## config.mk

```make
export PLATFORM = sky130hd
export DESIGN_NAME = load_align_unit_flat
export DESIGN_NICKNAME = d
export VERILOG_FILES = /design/src/rtl/load_align_unit_pkg.sv /design/src/rtl/load_align_unit_if.sv /design/src/rtl/load_align_unit_extract.sv /design/src/rtl/load_align_unit.sv /design/src/flat_wrapper.sv
export SDC_FILE = /design/constraint.sdc
export NUM_CORES = 1
export LEC_CHECK = 0
export CORE_MARGIN = 3
export CORE_UTILIZATION = 23
export CTS_BUF_LIST = sky130_fd_sc_hd__clkbuf_2 sky130_fd_sc_hd__clkbuf_4 sky130_fd_sc_hd__clkbuf_8
export DETAILED_ROUTE_END_ITERATION = 6
export PLACE_DENSITY = 0.48
export SETUP_SLACK_MARGIN = 0.05
export SLEW_MARGIN = 40
export SYNTH_ARGS = -nofsm -noshare
export SYNTH_HDL_FRONTEND = slang
export SYNTH_HIERARCHICAL = 1
export SYNTH_SLANG_ARGS = --single-unit
```

## constraint.sdc

```tcl
create_clock -name clk -period 3.8 [get_ports clk]
set_input_delay 0.38 -clock clk [delete_from_list [all_inputs] [get_ports clk]]
set_output_delay 0.38 -clock clk [all_outputs]
set_load 0.05 [all_outputs]
```

## src/rtl/load_align_unit_pkg.sv

```systemverilog
// rtl/load_align_unit_pkg.sv - load encodings, FSM states and size decode for the load align unit
package load_align_unit_pkg;

    localparam logic [2:0] LB  = 3'b000;
    localparam logic [2:0] LH  = 3'b001;
    localparam logic [2:0] LW  = 3'b010;
    localparam logic [2:0] LD  = 3'b011;
    localparam logic [2:0] LBU = 3'b100;
    localparam logic [2:0] LHU = 3'b101;
    localparam logic [2:0] LWU = 3'b110;

    typedef enum logic [1:0] {
        IDLE = 2'd0,
        RD0  = 2'd1,
        RD1  = 2'd2,
        RESP = 2'd3
    } state_e;

    // Access size in bytes; zero marks an encoding that is illegal for this XLEN.
    function automatic logic [3:0] load_size(input logic [2:0] func3, input logic rv64);
        logic [3:0] size;
        case (func3)
            LB, LBU: size = 4'd1;
            LH, LHU: size = 4'd2;
            LW:      size = 4'd4;
            LWU:     size = rv64 ? 4'd4 : 4'd0;
            LD:      size = rv64 ? 4'd8 : 4'd0;
            default: size = 4'd0;
        endcase
        return size;
    endfunction

endpackage

```

## src/rtl/load_align_unit_if.sv

```systemverilog
// rtl/load_align_unit_if.sv - request, memory and response signals of the load align unit
interface load_align_unit_if #(
    parameter int XLEN   = 32,
    parameter int ADDR_W = 32
);
    logic              req_valid;
    logic              req_ready;
    logic [ADDR_W-1:0] req_addr;
    logic [2:0]        req_func3;
    logic              mem_read;
    logic [ADDR_W-1:0] mem_addr;
    logic [XLEN-1:0]   mem_rdata;
    logic              mem_ack;
    logic              resp_valid;
    logic [XLEN-1:0]   resp_data;
    logic              resp_fault;

    modport slave (
        input  req_valid, req_addr, req_func3, mem_rdata, mem_ack,
        output req_ready, mem_read, mem_addr, resp_valid, resp_data, resp_fault
    );

    modport master (
        output req_valid, req_addr, req_func3, mem_rdata, mem_ack,
        input  req_ready, mem_read, mem_addr, resp_valid, resp_data, resp_fault
    );
endinterface

```

## src/rtl/load_align_unit_extract.sv

```systemverilog
// rtl/load_align_unit_extract.sv - combinational byte extraction and sign/zero extension of a load
module load_extract
    import load_align_unit_pkg::*;
#(
    parameter int XLEN = 32
) (
    input  logic [XLEN-1:0]              hi_i,
    input  logic [XLEN-1:0]              lo_i,
    input  logic [$clog2(XLEN/8)-1:0]    offset_i,
    input  logic [2:0]                   func3_i,
    output logic [XLEN-1:0]              data_o
);

    logic [2*XLEN-1:0] shifted;
    logic [XLEN-1:0]   raw;
    logic [XLEN-1:0]   mask;
    logic              sign;

    assign shifted = {hi_i, lo_i} >> {offset_i, 3'b000};
    assign raw     = shifted[XLEN-1:0];

    always_comb begin
        mask = '0;
        sign = 1'b0;
        case (func3_i)
            LB:  begin mask = XLEN'(8'hFF);          sign = raw[7];  end
            LBU: begin mask = XLEN'(8'hFF);          sign = 1'b0;    end
            LH:  begin mask = XLEN'(16'hFFFF);       sign = raw[15]; end
            LHU: begin mask = XLEN'(16'hFFFF);       sign = 1'b0;    end
            LW:  begin mask = XLEN'(32'hFFFF_FFFF);  sign = raw[31]; end
            LWU: begin mask = XLEN'(32'hFFFF_FFFF);  sign = 1'b0;    end
            LD:  begin mask = '1;                    sign = 1'b0;    end
            default: begin mask = '0;                sign = 1'b0;    end
        endcase
    end

    // A full-width mask leaves ~mask empty, so RV32 lw and RV64 ld pass through untouched.
    assign data_o = (raw & mask) | (sign ? ~mask : '0);

endmodule

```

## src/rtl/load_align_unit.sv

```systemverilog
// rtl/load_align_unit.sv - issues one or two aligned reads per load and returns the extended result
module load_align_unit
    import load_align_unit_pkg::*;
#(
    parameter int XLEN             = 32,
    parameter int ALLOW_MISALIGNED = 1,
    parameter int ADDR_W           = 32
) (
    input  logic             clk,
    input  logic             reset_n,
    load_align_unit_if.slave bus
);

    localparam int NB    = XLEN / 8;
    localparam int OFF_W = $clog2(NB);

    state_e            state_q, state_d;
    logic [ADDR_W-1:0] base_q, base_d;
    logic [ADDR_W-1:0] mem_addr_q, mem_addr_d;
    logic [OFF_W-1:0]  off_q, off_d;
    logic [2:0]        func3_q, func3_d;
    logic              cross_q, cross_d;
    logic              mem_read_q, mem_read_d;
    logic [XLEN-1:0]   lo_q, lo_d;
    logic [XLEN-1:0]   hi_q, hi_d;
    logic [XLEN-1:0]   data_q, data_d;
    logic              fault_q, fault_d;

    logic [3:0]        req_size;
    logic [OFF_W-1:0]  req_off;
    logic [ADDR_W-1:0] req_base;
    logic              req_illegal;
    logic              req_cross;
    logic [XLEN-1:0]   ext_lo;
    logic [XLEN-1:0]   ext_hi;
    logic [XLEN-1:0]   ext_data;

    assign req_size    = load_size(bus.req_func3, XLEN == 64);
    assign req_off     = bus.req_addr[OFF_W-1:0];
    assign req_base    = bus.req_addr & ~ADDR_W'(NB - 1);
    assign req_illegal = (req_size == 4'd0);
    assign req_cross   = (32'(req_off) + 32'(req_size)) > 32'(NB);

    // The word arriving this cycle is fed straight in so the result registers on the ack edge.
    assign ext_lo = (state_q == RD0) ? bus.mem_rdata : lo_q;
    assign ext_hi = (state_q == RD1) ? bus.mem_rdata : hi_q;

    load_extract #(
        .XLEN(XLEN)
    ) u_extract (
        .hi_i     (ext_hi),
        .lo_i     (ext_lo),
        .offset_i (off_q),
        .func3_i  (func3_q),
        .data_o   (ext_data)
    );

    always_ff @(posedge clk or negedge reset_n) begin
        if (!reset_n) begin
            state_q    <= IDLE;
            base_q     <= '0;
            mem_addr_q <= '0;
            off_q      <= '0;
            func3_q    <= '0;
            cross_q    <= 1'b0;
            mem_read_q <= 1'b0;
            lo_q       <= '0;
            hi_q       <= '0;
            data_q     <= '0;
            fault_q    <= 1'b0;
        end else begin
            state_q    <= state_d;
            base_q     <= base_d;
            mem_addr_q <= mem_addr_d;
            off_q      <= off_d;
            func3_q    <= func3_d;
            cross_q    <= cross_d;
            mem_read_q <= mem_read_d;
            lo_q       <= lo_d;
            hi_q       <= hi_d;
            data_q     <= data_d;
            fault_q    <= fault_d;
        end
    end

    always_comb begin
        state_d    = state_q;
        base_d     = base_q;
        mem_addr_d = mem_addr_q;
        off_d      = off_q;
        func3_d    = func3_q;
        cross_d    = cross_q;
        mem_read_d = mem_read_q;
        lo_d       = lo_q;
        hi_d       = hi_q;
        data_d     = data_q;
        fault_d    = fault_q;

        case (state_q)
            IDLE: begin
                if (bus.req_valid) begin
                    base_d  = req_base;
                    off_d   = req_off;
                    func3_d = bus.req_func3;
                    cross_d = req_cross;
                    if (req_illegal || (req_cross && ALLOW_MISALIGNED == 0)) begin
                        state_d = RESP;
                        data_d  = '0;
                        fault_d = 1'b1;
                    end else begin
                        state_d    = RD0;
                        mem_read_d = 1'b1;
                        mem_addr_d = req_base;
                    end
                end
            end
            RD0: begin
                if (bus.mem_ack) begin
                    lo_d = bus.mem_rdata;
                    if (cross_q) begin
                        state_d    = RD1;
                        mem_addr_d = base_q + ADDR_W'(NB);
                    end else begin
                        state_d    = RESP;
                        mem_read_d = 1'b0;
                        data_d     = ext_data;
                        fault_d    = 1'b0;
                    end
                end
            end
            RD1: begin
                if (bus.mem_ack) begin
                    hi_d       = bus.mem_rdata;
                    state_d    = RESP;
                    mem_read_d = 1'b0;
                    data_d     = ext_data;
                    fault_d    = 1'b0;
                end
            end
            RESP: begin
                state_d = IDLE;
            end
            default: begin
                state_d = IDLE;
            end
        endcase
    end

    assign bus.req_ready  = (state_q == IDLE);
    assign bus.mem_read   = mem_read_q;
    assign bus.mem_addr   = mem_addr_q;
    assign bus.resp_valid = (state_q == RESP);
    assign bus.resp_data  = data_q;
    assign bus.resp_fault = fault_q;

endmodule

```

## src/flat_wrapper.sv

```systemverilog
// flat-port wrapper written by rule: the top's interface ports become plain ports
module load_align_unit_flat import load_align_unit_pkg::*;
#(
    parameter int XLEN             = 32,
    parameter int ALLOW_MISALIGNED = 1,
    parameter int ADDR_W           = 32
)
  (clk, reset_n, bus_req_valid, bus_req_addr, bus_req_func3, bus_mem_rdata, bus_mem_ack, bus_req_ready, bus_mem_read, bus_mem_addr, bus_resp_valid, bus_resp_data, bus_resp_fault);
  load_align_unit_if #(.XLEN(XLEN), .ADDR_W(ADDR_W)) bus_i ();
  input  logic clk;
  input  logic reset_n;
  input wire logic [$bits(bus_i.req_valid)-1:0] bus_req_valid;
  input wire logic [$bits(bus_i.req_addr)-1:0] bus_req_addr;
  input wire logic [$bits(bus_i.req_func3)-1:0] bus_req_func3;
  input wire logic [$bits(bus_i.mem_rdata)-1:0] bus_mem_rdata;
  input wire logic [$bits(bus_i.mem_ack)-1:0] bus_mem_ack;
  output wire logic [$bits(bus_i.req_ready)-1:0] bus_req_ready;
  output wire logic [$bits(bus_i.mem_read)-1:0] bus_mem_read;
  output wire logic [$bits(bus_i.mem_addr)-1:0] bus_mem_addr;
  output wire logic [$bits(bus_i.resp_valid)-1:0] bus_resp_valid;
  output wire logic [$bits(bus_i.resp_data)-1:0] bus_resp_data;
  output wire logic [$bits(bus_i.resp_fault)-1:0] bus_resp_fault;
  assign bus_i.req_valid = bus_req_valid;
  assign bus_i.req_addr = bus_req_addr;
  assign bus_i.req_func3 = bus_req_func3;
  assign bus_i.mem_rdata = bus_mem_rdata;
  assign bus_i.mem_ack = bus_mem_ack;
  assign bus_req_ready = bus_i.req_ready;
  assign bus_mem_read = bus_i.mem_read;
  assign bus_mem_addr = bus_i.mem_addr;
  assign bus_resp_valid = bus_i.resp_valid;
  assign bus_resp_data = bus_i.resp_data;
  assign bus_resp_fault = bus_i.resp_fault;
  load_align_unit #(.XLEN(XLEN), .ALLOW_MISALIGNED(ALLOW_MISALIGNED), .ADDR_W(ADDR_W)) u_core (.clk(clk), .reset_n(reset_n), .bus(bus_i));
endmodule
```

==> results.py <==
metrics = {
    "outcome": {
        "outcome": "complete, no violations",
    },
    "floorplanning": {
        "boundaryPins": 139,
        "die_w_um": 203,
        "dieArea_um2": 41200,
        "rows": 71,
        "die_y_um": 203,
        "start_util": 0.235,
        "coreArea_um2": 37900,
    },
    "place": {
        "portBuffers": 136,
        "globalplace.congestion": 0.765,
        "preCtsSetupSlack_ns": 0.987,
        "dp_hpwl_um": 18300,
    },
    "global_route": {
        "first_global_vias": 6812,
        "grt_start_max_net_pins": 68,
        "grt_overflow": 0,
        "grtUsageTotal": 0.125,
        "grt_pass1_wl_um": 40200,
        "antenna_found_initial": 2,
    },
    "clocking": {
        "clockBufferDepth": 2,
        "post_cts_buffers": 0,
        "ctsHoldBuffers": 1,
        "cts_root_buf": "clkbuf_8",
        "clk_latency_ns": 0.48,
        "h-tree-depth": 4,
        "cts_tree": "built",
        "cts_made_buffers": 17,
        "post_cts_resized": 0,
        "cts.sinks": 158,
        "clk_pin_slew_ns": 0.10,
    },
    "sta": {
        "setup_ws_ns": 1.03,
        "setup_tns_ns": 0,
        "drv_slew": 0,
        "finalSetupViolCount": 0,
        "relSlewSlack": 0.493,
        "period_minus_slack_ns": 2.77,
        "finalHoldViolCount": 0,
        "min_period_over_period": 0.729,
        "max_freq_mhz": 361,
        "tightest_slew_ns": 0.760,
        "rsz0062_at_grt": "no",
        "fin_skew_ns": 0.0183,
    },
    "synth": {
        "syn_area_per_cell_um2": 10.3,
        "syn_area_um2": 8930,
        "postSynthCellCount": 865,
        "yosys_warnings": 6,
    },
    "worst_setup_path": {
        "rr_worst_depth": 9,
        "end_kind": "primary output",
        "crit_path_start_kind": "flop",
        "r2r-end": "u_core/bus.resp_data[22]$_DFFE_PN0P_",
        "critPathRequiredTime_ns": 3.42,
        "regToRegSetupSlack_ns": 1.05,
        "arrival_ns": 2.39,
        "worstReg2RegStart": "u_core/state_q[1]$_DFFE_PN0P_",
        "worstSetupPathType": "flop to primary output",
        "path_max_fanout": 9,
    },
    "route": {
        "via_per_inst": 4.52,
        "drc": 0,
        "dr_total_vias": 6744,
        "drtIter0Drc": 316,
        "wire_per_inst_um": 17.2,
        "drtAntennaViolNets": 0,
        "finalWirelength_um": 25700,
        "dr.pass1.iters": 5,
    },
    "final_layout": {
        "fin_nets": 1049,
        "area_growth_pct": 25.7,
        "post-route-util": 0.296,
        "drive_above_1_share": 0.216,
        "n_antenna_cell": 0,
    },
    "power": {
        "leakage_nw": 4.49,
        "power.total_w": 0.0110,
        "power_density_nw_per_um2": 984,
        "ir_drop_mv": 0.431,
    },
    "min_path": {
        "hp-class": "primary input to async pin",
    },
    "job": {
        "drv_cap": 0,
    },
}
==> placed cells by master, fill, tap and decap left out, drive strengths merged, types with 6 or more instances in the layout <==
cell type	instances
a21oi	20
clkdlybuf4s50	135
clkbuf	20
xnor2	9
clkinv	6
nand4	11
nor3b	11
nor2	60
buf	15
nor2b	9
nand2	97
dfrtp	158
o21ai	70
mux2i	54
a211oi	14
mux2	148
ha	8
nand3	13
xor2	11
inv	17
o22ai	32
o31ai	7
==> state kept, by name (all words and copies together) (netlist names) <==
name / count
u_core/base_q: 30
u_core/bus.mem_addr: 30
u_core/bus.mem_read: 1
u_core/bus.resp_data: 32
u_core/bus.resp_fault: 1
u_core/cross_q: 1
u_core/func3_q: 3
u_core/hi_q: 24
u_core/lo_q: 32
u_core/off_q: 2
u_core/state_q: 2
==> worst max path at each step <==
| stage | depth (start not counted) | end | from |
|---|---|---|---|
| CTS | 3 | bus_req_ready | u_core/state_q[0]$_DFFE_PN0P_ |
| global placement | 8 | u_core/bus.resp_data[14]$_DFFE_PN0P_ | bus_mem_rdata[15] |
| finish | 3 | bus_req_ready | u_core/state_q[0]$_DFFE_PN0P_ |
| floorplan | 14 | u_core/bus.resp_data[21]$_DFFE_PN0P_ | u_core/state_q[1]$_DFFE_PN0P_ |
| global route | 8 | u_core/bus.mem_addr[19]$_DFFE_PN0P_ | u_core/state_q[1]$_DFFE_PN0P_ |
| detailed placement | 8 | u_core/bus.resp_data[14]$_DFFE_PN0P_ | bus_mem_rdata[15] |
==> worst max-delay path, cell delays in order (launching register included) <==
cell and delay (ns):
dfrtp_1 0.48, inv_1 0.12, ha_1 0.42, clkdlybuf4s50_1 0.89
==> per-stage QoR <==
| step | cells | hold slack, ns | area (µm²) |
|---|---|---|---|
| 2_1_floorplan | 866 | 0.0844 | 8930 |
| 3_3_place_gp | 1460 | 0.463 | 10800 |
| 3_5_place_dp | 1460 | 0.458 | 10800 |
| 4_1_cts | 1493 | 0.469 | 11200 |
| 5_1_grt | 1493 | 0.495 | 11200 |
| 6_report | 1493 | 0.469 | 11200 |
==> where the power goes <==
| part | leakage [nW] | switching (W) | internal (W) |
|---|---|---|---|
| Combinational | 2.34 | 0.00383 | 0.00270 |
| Clock | 0.217 | 0.000697 | 0.000698 |
| Sequential | 1.93 | 0.000636 | 0.00248 |
==> cell type report <==
cell class	count	area (µm²)
fillers	3926	26700
multi-input cells	626	4650
flip-flops and latches	158	3960
repair buffers	151	1490
well taps	511	639
clock buffers	20	269
clock inverters	12	160
inverters	15	56.3
==> layer usage <==
layer / vias to the layer above / GRT usage / wire [µm] / share of wire
met5: - / 0 / 27 / 0.0011
met4: 4 / 0.0384 / 437 / 0.017
met3: 22 / 0.0361 / 1330 / 0.052
met2: 143 / 0.194 / 11600 / 0.45
met1: 3276 / 0.169 / 12300 / 0.48
li1: 3299 / - / - / -
Power figures use the tool's default switching activity.
